**src/rtl/dot_prod_sched.sv**
```systemverilog
// rtl/dot_prod_sched.sv - job scheduler and operand-RAM ownership controller for the dot-product engine
// Optional build macro: DOT_PROD_SCHED_PERF_EN adds the perf_cycles output (launch-to-done cycle count).
module dot_prod_sched #(
    parameter int ADDR_W = 10,
    parameter int ACC_W  = 64,
    parameter int QDEPTH = 4
) (
    input  logic                     clk,
    input  logic                     rst,
    input  logic                     job_valid,
    output logic                     job_ready,
    input  logic [ADDR_W-1:0]        job_start,
    input  logic                     job_chain,
    output logic                     res_valid,
    input  logic                     res_ready,
    output logic signed [ACC_W-1:0]  res_data,
    input  logic                     host_req,
    output logic                     host_grant,
    output logic                     eng_control_arr,
    output logic                     eng_r_enable,
    output logic [ADDR_W-1:0]        eng_init_i,
    output logic signed [ACC_W-1:0]  eng_init_acc,
    input  logic                     eng_w_enable,
    input  logic signed [ACC_W-1:0]  eng_result,
    output logic                     busy
`ifdef DOT_PROD_SCHED_PERF_EN
    ,
    output logic [31:0]              perf_cycles
`endif
);

    localparam int PTR_W = $clog2(QDEPTH);
    localparam int CNT_W = PTR_W + 1;

    typedef enum logic [2:0] {
        S_IDLE,
        S_HOST,
        S_LAUNCH,
        S_RUN,
        S_RESP
    } state_t;

    state_t state, state_next;

    logic [ADDR_W-1:0]       q_start [QDEPTH];
    logic                    q_chain [QDEPTH];
    logic [PTR_W-1:0]        wr_ptr, rd_ptr;
    logic [CNT_W-1:0]        count;
    logic                    fifo_empty;
    logic                    push, pop, launch;
    logic                    last_served_host;
    logic signed [ACC_W-1:0] last_result;
    logic                    done;

    assign fifo_empty = (count == '0);
    assign job_ready  = (count != CNT_W'(QDEPTH));
    assign push       = job_valid && job_ready;
    assign pop        = launch;
    assign done       = (state == S_RUN) && eng_w_enable;

    // State register
    always_ff @(posedge clk) begin
        if (rst) state <= S_IDLE;
        else     state <= state_next;
    end

    // Next-state decode and per-state outputs; host wins in IDLE only if the engine was served last
    always_comb begin
        state_next      = state;
        launch          = 1'b0;
        host_grant      = 1'b0;
        eng_control_arr = 1'b1;
        eng_r_enable    = 1'b0;
        res_valid       = 1'b0;
        busy            = 1'b0;
        case (state)
            S_IDLE: begin
                if (host_req && (fifo_empty || !last_served_host)) begin
                    state_next = S_HOST;
                end else if (!fifo_empty) begin
                    state_next = S_LAUNCH;
                    launch     = 1'b1;
                end
            end
            S_HOST: begin
                host_grant = 1'b1;
                if (!host_req) state_next = S_IDLE;
            end
            S_LAUNCH: begin
                eng_r_enable    = 1'b1;
                eng_control_arr = 1'b0;
                busy            = 1'b1;
                state_next      = S_RUN;
            end
            S_RUN: begin
                eng_control_arr = 1'b0;
                busy            = 1'b1;
                if (eng_w_enable) state_next = S_RESP;
            end
            S_RESP: begin
                res_valid = 1'b1;
                if (res_ready) state_next = S_IDLE;
            end
            default: state_next = S_IDLE;
        endcase
    end

    // Job FIFO storage; contents are don't-care while the count says empty
    always_ff @(posedge clk) begin
        if (push) begin
            q_start[wr_ptr] <= job_start;
            q_chain[wr_ptr] <= job_chain;
        end
    end

    // Job FIFO pointers and occupancy
    always_ff @(posedge clk) begin
        if (rst) begin
            wr_ptr <= '0;
            rd_ptr <= '0;
            count  <= '0;
        end else begin
            if (push) wr_ptr <= wr_ptr + 1'b1;
            if (pop)  rd_ptr <= rd_ptr + 1'b1;
            case ({push, pop})
                2'b10:   count <= count + 1'b1;
                2'b01:   count <= count - 1'b1;
                default: count <= count;
            endcase
        end
    end

    // Launch parameters captured from the FIFO head as the job is popped, held through RUN
    always_ff @(posedge clk) begin
        if (rst) begin
            eng_init_i       <= '0;
            eng_init_acc     <= '0;
            last_served_host <= 1'b0;
        end else begin
            if (launch) begin
                eng_init_i       <= q_start[rd_ptr];
                eng_init_acc     <= q_chain[rd_ptr] ? last_result : '0;
                last_served_host <= 1'b0;
            end else if (state == S_HOST) begin
                last_served_host <= 1'b1;
            end
        end
    end

    // Result capture; a done strobe outside RUN is dropped
    always_ff @(posedge clk) begin
        if (rst) begin
            res_data    <= '0;
            last_result <= '0;
        end else if (done) begin
            res_data    <= eng_result;
            last_result <= eng_result;
        end
    end

`ifdef DOT_PROD_SCHED_PERF_EN
    logic [31:0] perf_cnt;
    logic [31:0] perf_inc;

    assign perf_inc = (perf_cnt == 32'hFFFF_FFFF) ? perf_cnt : perf_cnt + 32'd1;

    // Saturating launch-to-done counter; the LAUNCH cycle and the done cycle are both counted
    always_ff @(posedge clk) begin
        if (rst) begin
            perf_cnt    <= '0;
            perf_cycles <= '0;
        end else begin
            if (launch) begin
                perf_cnt <= '0;
            end else if (state == S_LAUNCH || state == S_RUN) begin
                perf_cnt <= perf_inc;
            end
            if (done) perf_cycles <= perf_inc;
        end
    end
`endif

endmodule

```
**config.mk**
```make
export PLATFORM = sky130hd
export DESIGN_NAME = dot_prod_sched
export DESIGN_NICKNAME = d
export VERILOG_FILES = /design/src/rtl/dot_prod_sched.sv
export SDC_FILE = /design/constraint.sdc
export NUM_CORES = 1
export LEC_CHECK = 0
export ABC_CLOCK_PERIOD_IN_PS = 6500
export BUFFER_PORTS_ARGS = -buffer_cell sky130_fd_sc_hd__buf_4
export CAP_MARGIN = 5
export CORE_UTILIZATION = 40
export DETAILED_ROUTE_END_ITERATION = 8
export PLACE_DENSITY = 0.66
export SYNTH_ARGS = -nofsm -noshare
export SYNTH_HDL_FRONTEND = slang
export SYNTH_SLANG_ARGS = --single-unit
```
**constraint.sdc**
```tcl
create_clock -name clk -period 6.5 [get_ports clk]
set_clock_uncertainty 0.15 [all_clocks]
set_input_delay 0.325 -clock clk [delete_from_list [all_inputs] [get_ports clk]]
set_output_delay 0.325 -clock clk [all_outputs]
set_load 0.1 [all_outputs]
```
### Word-level counts from Yosys, hierarchy flattened

Memories as Yosys holds them, arrays and structs flattened. A register that Yosys moved wholly into a read port is not among the register bits.
Cells that the tools add are included.
Widths: inputs -> output; s select.

* add/sub/neg operators: 4
* eq/ne operators: 11
* muxes and demuxes: 20
* reduce and logical (&&, ||, !) cells: 11

Operator list (count)
* $mux 64: 1
* $mux 3: 5
* $pmux 3 s5: 1
* $mux 1: 10
* $eq 3x2->1 const B: 2
* $logic_not 3->1: 2
* $ne 2x2->1 const B: 3
* $ne 3x3->1 const B: 2
* $pmux 3 s2: 1
* $add 2x1->2 const B: 2
* $mux 2: 2
* $reduce_and 4->1: 1
* $reduce_or 2->1: 2
* $add 3x1->3 const B: 1
* $eq 3x1->1 const B: 1
* $eq 3x3->1 const B: 1
* $logic_and 1x1->1: 3
* $sub 3x1->3 const B: 1
* $eq 2x1->1 const B: 1
* $eq 2x2->1 const B: 1
* $reduce_bool 2->1: 1
* $logic_not 1->1: 1
* $logic_or 1x1->1: 1

* register bits after elaboration: 139
* RAM bits: 44
* input port bits: 81
* word-level logic and storage cells: 55
* memories: 2

Memories
* q_start: depth 4, width 10, read ports 1, clocked after memory_dff 1, write ports 1, line 45 `logic [ADDR_W-1:0] q_start [QDEPTH];`
* q_chain: depth 4, width 1, read ports 1, clocked after memory_dff 1, write ports 1, line 46 `logic q_chain [QDEPTH];`

### Logic depth before layout (Yosys ltp)

Gate-level depths: netlist (run 1).

* word-level depth: 7
* depth in mapped cells: 9
* depth with buffers taken out: 8

### Worst setup path before layout (run 1)

OpenSTA, ideal clock, no wires.

* path type: register -> output
* from: register state[1]
* to: output eng_r_enable
* arrival time: 4249 ps
* data required time: 6025 ps
* slack: 1776 ps
* stages on the path, launching flop included: 6
* buffers on the path: 1
* cells stage by stage: dfxtp_1 > buf_2 > inv_1 > nor2_1 > inv_1 > nor2_1

* word-level cells in the longest chain between the ends: 2

RTL lines
* start: declaration: line 43 `state_t state, state_next;`
* start signal: assignment: line 64 `else state <= state_next;`
* $eq 3x2->1: line 76 `case (state)`
* $mux 1: line 76
* end: declaration: line 20 `output logic eng_r_enable,`

Every way passes these cells.

### Final worst setup path (run 1)

* from: register state[2]
* to: register count[2]

* word-level cells in the longest chain between the ends: 4
* elaborated cells on any way between the ends: 6

RTL lines
* $logic_not 3->1 (*): line 76
* $mux 1 (*): line 76
* via launch: line 50 `logic push, pop, launch;`
* $eq 2x1->1 or $eq 2x2->1 (tied branches): line 125 `case ({push, pop})`
* $pmux 3 s2 or $reduce_bool 2->1 (tied branches)
* end signal: assignment: line 126 `2'b10: count <= count + 1'b1;`
* end signal: assignment: line 127 `2'b01: count <= count - 1'b1;`
* end signal: assignment: line 128 `default: count <= count;`
* end: declaration: line 48 `logic [CNT_W-1:0] count;`

The timed path passes the listed nets; every way through them passes the cells marked *.
A chain may end at the register's enable or synchronous reset.

==> flow_summary.json, run 1 <==
{
  "final_util_pct": 55.31,
  "ys_top_cells_by_count": "dfxtp_1, nand2_1, a21oi_1",
  "rsz0062_at_grt": "false",
  "drv_slew": 0,
  "yosysMostFrequentCell": "dfxtp_1",
  "highest_layer": "met4",
  "internal_power_uw": 2118,
  "cts.clk_slew.worst_paths_ns": 0.07,
  "endpoint_kind": "register",
  "relSlewSlack_pct": 36.56,
  "pre_cts_slack_ns": 3.544,
  "grt_max_degree": 90,
  "crit_fanout": 75,
  "fin_cells": 1363,
  "status": "completed",
  "cts_buffer_depth": 2,
  "finalNetCount": 1167,
  "worstSetupStartpointType": "register",
  "wl_per_cell_um": 17.59,
  "fmax_mhz": 336.1,
  "die_height_um": 145.5,
  "initial_core_util_pct": 40.68,
  "yosys_warnings": 0,
  "required_ns": 6.70,
  "p_per_area_nw_per_um2": 321.2,
  "htree_levels": 4,
  "switchingPower_uw": 1476,
  "netlist.area_leader.share_pct": 36.72,
  "hold_violations": 0,
  "fin_ws_ns": 3.525,
  "tightest_slew_ns": 0.9516,
  "vdd_drop_max_v": 0.0002401,
  "drive_gt1_share_pct": 26.81,
  "n_antenna_cell": 0,
  "postPlaceCellArea_um2": 9874,
  "area_growth_pct": 35.96,
  "layout_min_cycle_time_ns": 2.975,
  "cap_violations": 0,
  "cts-root-buf": "clkbuf_16",
  "ys_ff_latch": 195,
  "synth.distinct_cells": 43,
  "min_path_type": "in -> reg",
  "leakage_uw": 0.004176,
  "antenna_found_initial": 0,
  "drtPass1Iterations": 5,
  "synth_area_leaders": "dfxtp_1, edfxtp_1, nand2_1",
  "routed_wl_mm": 23.98,
  "tns_ns": 0,
  "fp.dieW_um": 145.5,
  "met3WireLength_mm": 1.053,
  "worstSetupPathType": "reg -> reg",
  "drt_iter0_markers": 498,
  "syn_area_um2": 8232,
  "synth_ff_type": "dfxtp_1",
  "rows": 52,
  "ys_async_sr_fraction_pct": 0,
  "p_seq_share_pct": 38.4,
  "pin_count": 225,
  "core-area_um2": 20230,
  "cts.sinks": 195,
  "period_share_pct": 45.77,
  "drt-met1-wl_mm": 10.72,
  "postLayoutCellArea_um2": 11190,
  "antenna_left": 0,
  "clk_latency_ns": 0.43,
  "ff_latch_area_um2": 4344,
  "vias": 7393,
  "multi_input_area_um2": 3406,
  "seq_area_frac_synth_pct": 52.77,
  "dpl.hpwl_mm": 14.18,
  "synth_top_area_cell": "dfxtp_1",
  "combPwrFrac_pct": 32.4,
  "grt_pass1_wl_mm": 38.59,
  "post-place-cells": 1258,
  "setup_violations": 0,
  "drc_errors": 0,
  "avgSynthCellArea_um2": 9.650,
  "synth_nets": 940,
  "postCtsSetupBuffers": 0,
  "synth_edf_count": 44,
  "dieArea_um2": 21160,
  "cts_tree": "built",
  "dr_wl_met2_mm": 11.56,
  "grt_pass1_vias": 7046,
  "gr-total-overflow": 0,
  "track_usage_pct": 22.72,
  "viasPerCell": 5.424,
  "cp.arrival_ns": 3.17,
  "io_buffers": 224,
  "place_congestion": 0.7774,
  "clkPwrFrac_pct": 29.1,
  "fill_cells": 1813,
  "cts_buffers": 17,
  "netlist_instances": 853,
  "power_switching_share_pct": 41.07
}
-- registers in the layout, summed over array words and instances, names as in the netlist, named ones only --
name and cells:
q_chain 4, eng_init_acc 64, wr_ptr 2, eng_init_i 10, last_result 64, count 3, last_served_host 1, q_start 40
state 3, rd_ptr 2
-- what timing repair did --
action | 4_1_cts | 5_1_grt
resized for setup | 0 | 0
endpoints found under the hold margin | 106 | 0
hold buffers | 73 | 0
-- per-layer routing --
layer / up-vias / GRT usage [%]
met5: - / 0
li1: 3575 / -
met2: 214 / 36.56
met3: 43 / 4.169
met4: 0 / 8.842
met1: 3561 / 30.36
-- critical path, stage by stage, from the launching register on --
cell,delay [ns]
dfxtp_1,0.39
or3_4,0.75
nor3_4,0.32
ha_1,0.23
inv_1,0.06
fa_1,0.37
xor2_1,0.16
or3_1,0.31
a21oi_1,0.15
-- per-stage QoR --
| step | hold slack [ns] | total power (uW) |
|---|---|---|
| after floorplan | 0.2739 | 2289 |
| after global placement | 0.3033 | 2536 |
| after CTS | 0.003967 | 3618 |
| final | 0.01666 | 3595 |
| after detailed placement | 0.3094 | 2536 |
| after global routing | 0.01438 | 3756 |
-- power by group through the flow --
stage	Sequential, uW	Clock, uW	Combinational (uW)
after floorplan	1610	0	684
after global placement	1410	0	1130
after detailed placement	1410	0	1120
after CTS	1380	1070	1160
after global routing	1400	1120	1240
final	1380	1050	1170
-- layout make-up --
cell class / instances / area share (%)
Inverter: 8 / 0.2683
Timing Repair Buffer: 307 / 22.22
Clock inverter: 15 / 1.442
Sequential cell: 195 / 38.81
Clock buffer: 17 / 3.801
Multi-Input combinational cell: 551 / 30.43
Tap cell: 270 / 3.018
-- cell families (layout without fill, tap and decap cells) --
kind of cell | Yosys count | in the layout | share of synthesized area, %
xor+xnor | 2 | 2 | 0.2128
mux | 16 | 16 | 3.526
simple gates | 302 | 302 | 19.06
fa+ha+maj | 6 | 6 | 1.003
compound gates | 225 | 225 | 17.28
flops | 195 | 195 | 52.77
buf+inv | 107 | 347 | 6.141
-- cells in the final DEF, fill, tap and decap left out, types with 17 or more instances in the layout --
cell type | synthesis | layout
edfxtp_1 | 44 | 44
nand2_1 | 129 | 129
nand4_1 | 74 | 74
clkbuf_16 | 0 | 17
buf_4 | 1 | 234
o21ai_0 | 18 | 18
nor2b_1 | 67 | 66
a21oi_1 | 79 | 79
o311ai_1 | 47 | 47
dlygate4sd3_1 | 0 | 73
dfxtp_1 | 151 | 151
o21ai_1 | 50 | 50
-- worst paths after layout --
check / cells after the start / from / slack [ns] / to
setup reg to reg: 8 / state[2] / 3.53 / count[2]
hold / removal: 3 / res_ready / 0.02 / state[2]
setup / recovery: 8 / state[2] / 3.53 / count[2]
hold reg to reg: 2 / eng_init_acc[2] / 0.32 / eng_init_acc[2]
Power figures use the tool's default switching activity.
==> inputs of run 2 (changes only) <==
--- a/config.mk
+++ b/config.mk
@@ -5,7 +5,8 @@
 export SDC_FILE = /design/constraint.sdc
 export NUM_CORES = 1
 export LEC_CHECK = 0
-export ABC_CLOCK_PERIOD_IN_PS = 6500
+export ABC_AREA = 1
+export ABC_CLOCK_PERIOD_IN_PS = 3100
 export BUFFER_PORTS_ARGS = -buffer_cell sky130_fd_sc_hd__buf_4
 export CAP_MARGIN = 5
 export CORE_UTILIZATION = 40
==> constraint.sdc (replaced) <==
create_clock -name clk -period 3.1 [get_ports clk]
set_clock_uncertainty 0.15 [all_clocks]
set_input_delay 0.155 -clock clk [delete_from_list [all_inputs] [get_ports clk]]
set_output_delay 0.155 -clock clk [all_outputs]
set_load 0.1 [all_outputs]
==> run 2 against run 1 <==
  * Core utilization up 3.4 points
  * Total power up 110%
  * Combinational power up 130%
  * Critical path type unchanged
  * Critical path depth up 4
  * Sequential power up 110%
  * Flip-flop and latch count unchanged
  * Cell count up 3.3%
  * Sequential share of layout area up 1.7 points
  * First-iteration DRC count down 40%
  * Largest cell class unchanged
  * Area after synthesis down 7.9%
  * Synthesized cell count up 4.3%
  * Die area down 7.8%
==> flow_summary.json, run 2 <==
{
  "drtPass1Iterations": 5,
  "worstSetupPathType": "reg -> reg",
  "setup_violations": 0,
  "rows": 49,
  "hold_slack_ns": 0.06052,
  "period_share_pct": 76.09,
  "viasPerCell": 4.761,
  "fmax_mhz": 424.0,
  "finalNetCount": 1253,
  "place_congestion": 0.7944,
  "dieArea_um2": 19500,
  "area_growth_pct": 41.56,
  "htree_levels": 4,
  "ys_ff_latch": 195,
  "status": "completed",
  "drt_iter0_markers": 301,
  "synth_edf_count": 44,
  "initial_core_util_pct": 41.47,
  "synth_top_area_cell": "dfxtp_1",
  "drc_errors": 0,
  "postCtsSetupBuffers": 0,
  "grt_pass1_vias": 6453,
  "fin_cells": 1408,
  "relSlewSlack_pct": 32.74,
  "layout_common_cells": "buf_4, dfxtp_1, nand2_1, nor2_1, nand3_1",
  "critPathMaxStageDelay_ns": 0.37,
  "vias": 6704,
  "cts_tree": "built",
  "io_buffers": 224,
  "mostFrequentLayoutCell": "buf_4",
  "pin_count": 225,
  "syn_area_um2": 7577,
  "cts_buffers": 17,
  "post-place-cells": 1298,
  "layout_min_cycle_time_ns": 2.359,
  "cp.arrival_ns": 2.50,
  "power_uw": 7678,
  "netlist_instances": 890,
  "cts-root-buf": "clkbuf_16",
  "yosys_warnings": 0,
  "track_usage_pct": 20.51,
  "worstSetupStartpointType": "register",
  "ys_top_cells_by_count": "dfxtp_1, nand2_1, nor2_1",
  "tightest_slew_ns": 1.007,
  "ys_async_sr_fraction_pct": 0,
  "min_path_type": "in -> reg",
  "antenna_left": 0,
  "top_regs": "eng_init_acc: 64 flops, last_result: 64 flops, q_start: 40 flops",
  "leakage_uw": 0.004732,
  "netlist.area_leader.share_pct": 39.89,
  "cts_buffer_depth": 2,
  "timing.rr.start": "state[0]",
  "min_from": "res_ready",
  "fp.dieW_um": 139.6,
  "required_ns": 3.24,
  "die_height_um": 139.6,
  "crit_chain": "inv_2 > nand2_2 > nor2_4 > nand3_4 > inv_4 > ha_1 > inv_1 > fa_1 > a21oi_1 > o21ai_0 > o21ai_0 > a21oi_1",
  "wl_per_cell_um": 13.95,
  "seq_area_frac_synth_pct": 57.33,
  "routed_wl_mm": 19.64,
  "gr-total-overflow": 0,
  "grt_max_degree": 68,
  "cap_violations": 0,
  "vdd_drop_max_v": 0.0004896,
  "yosysMostFrequentCell": "dfxtp_1",
  "endpoint_kind": "register",
  "clk_latency_ns": 0.41,
  "synth_area_leaders": "dfxtp_1, edfxtp_1, nand3_1",
  "setup.worst_path.start": "state[0]",
  "n_antenna_cell": 0,
  "drive_gt1_share_pct": 24.77,
  "cts.clk_slew.worst_paths_ns": 0.06,
  "synth_nets": 977,
  "avgSynthCellArea_um2": 8.514,
  "synth_ff_type": "dfxtp_1",
  "cts.sinks": 195,
  "hold_violations": 0,
  "crit_family": "simple AND/OR/NAND/NOR gates",
  "critPathSlowestCell": "fa_1",
  "p_per_area_nw_per_um2": 715.8,
  "drv_slew": 0,
  "grt_pass1_wl_mm": 32.04,
  "synth.distinct_cells": 30,
  "crit_fanout": 17,
  "core-area_um2": 18270,
  "antenna_found_initial": 0,
  "rsz0062_at_grt": "false",
  "post_cts_resized": 0,
  "path_buf_inv": 3,
  "tns_ns": 0,
  "dpl.hpwl_mm": 12.42
}
run 2: timing repair:
item / 4_1_cts / 5_1_grt
endpoints found under the hold margin: 114 / 0
hold buffers: 78 / 0
endpoints found under the setup margin: 0 / 0
run 2: through the flow:
stage / cell area (um^2) / utilization (%) / setup WS [ns]
after floorplan: 7577 / - / 0.1351
after CTS: 10730 / 58.71 / 0.7489
after global placement: 9414 / 51.53 / 0.7623
after global routing: 10730 / 58.71 / 0.5011
after detailed placement: 9414 / 51.53 / 0.7534
final: 10730 / 58.71 / 0.7413
run 2: tightest hold or removal path, delay by kind of cell:
| family | cells | cell delay (ns) |
|---|---|---|
| simple gates | 3 | 0.26 |
| compound gates | 1 | 0.09 |
| buf+inv | 1 | 0.08 |
run 2: path summary, 6_finish.rpt:
| kind | to | slack (ns) | depth (start not counted) |
|---|---|---|---|
| worst min-delay path | state[1] | 0.06 | 5 |
| worst max register to register | count[2] | 0.74 | 12 |
| worst max-delay path | count[2] | 0.74 | 12 |
| worst min register to register | eng_init_acc[0] | 0.31 | 2 |
run 2: where the power goes:
part / leakage, uW / switching, uW / internal (uW)
Sequential: 0.00162 / 127 / 2820
Clock: 0.000248 / 928 / 1060
Combinational: 0.00286 / 2100 / 641
Total: 0.00473 / 3160 / 4520
run 2: cells by family (layout without fill, tap and decap cells):
group / count (synthesis) / count (layout) / share of synthesized area, %
and+or+nand+nor: 365 / 365 / 21.47
DFF: 195 / 195 / 57.33
AOI/OAI and AO/OA: 175 / 175 / 11.56
buffers and inverters: 148 / 437 / 8.438
adders and majority gates: 6 / 6 / 1.090
xor gates and xnor gates: 1 / 1 / 0.1156
run 2: layout make-up:
cell class	instances	area, um^2
Inverter	88	335.3
Clock inverter	10	77.57
Timing Repair Buffer	317	2625
Fill cell	1605	7543
Clock buffer	22	454.2
Multi-Input combinational cell	547	2604
Tap cell	229	286.5
Sequential cell	195	4344
run 2: per-layer routing:
metal	up-vias	global-route usage [%]	routed length, um	part of all wire (%)
met2	205	34.12	9426	48
met4	0	8.676	398	2.0
met5	-	0	0	0
met1	3029	25.30	8574	44
met3	18	5.162	1243	6.3
li1	3452	-	-	-
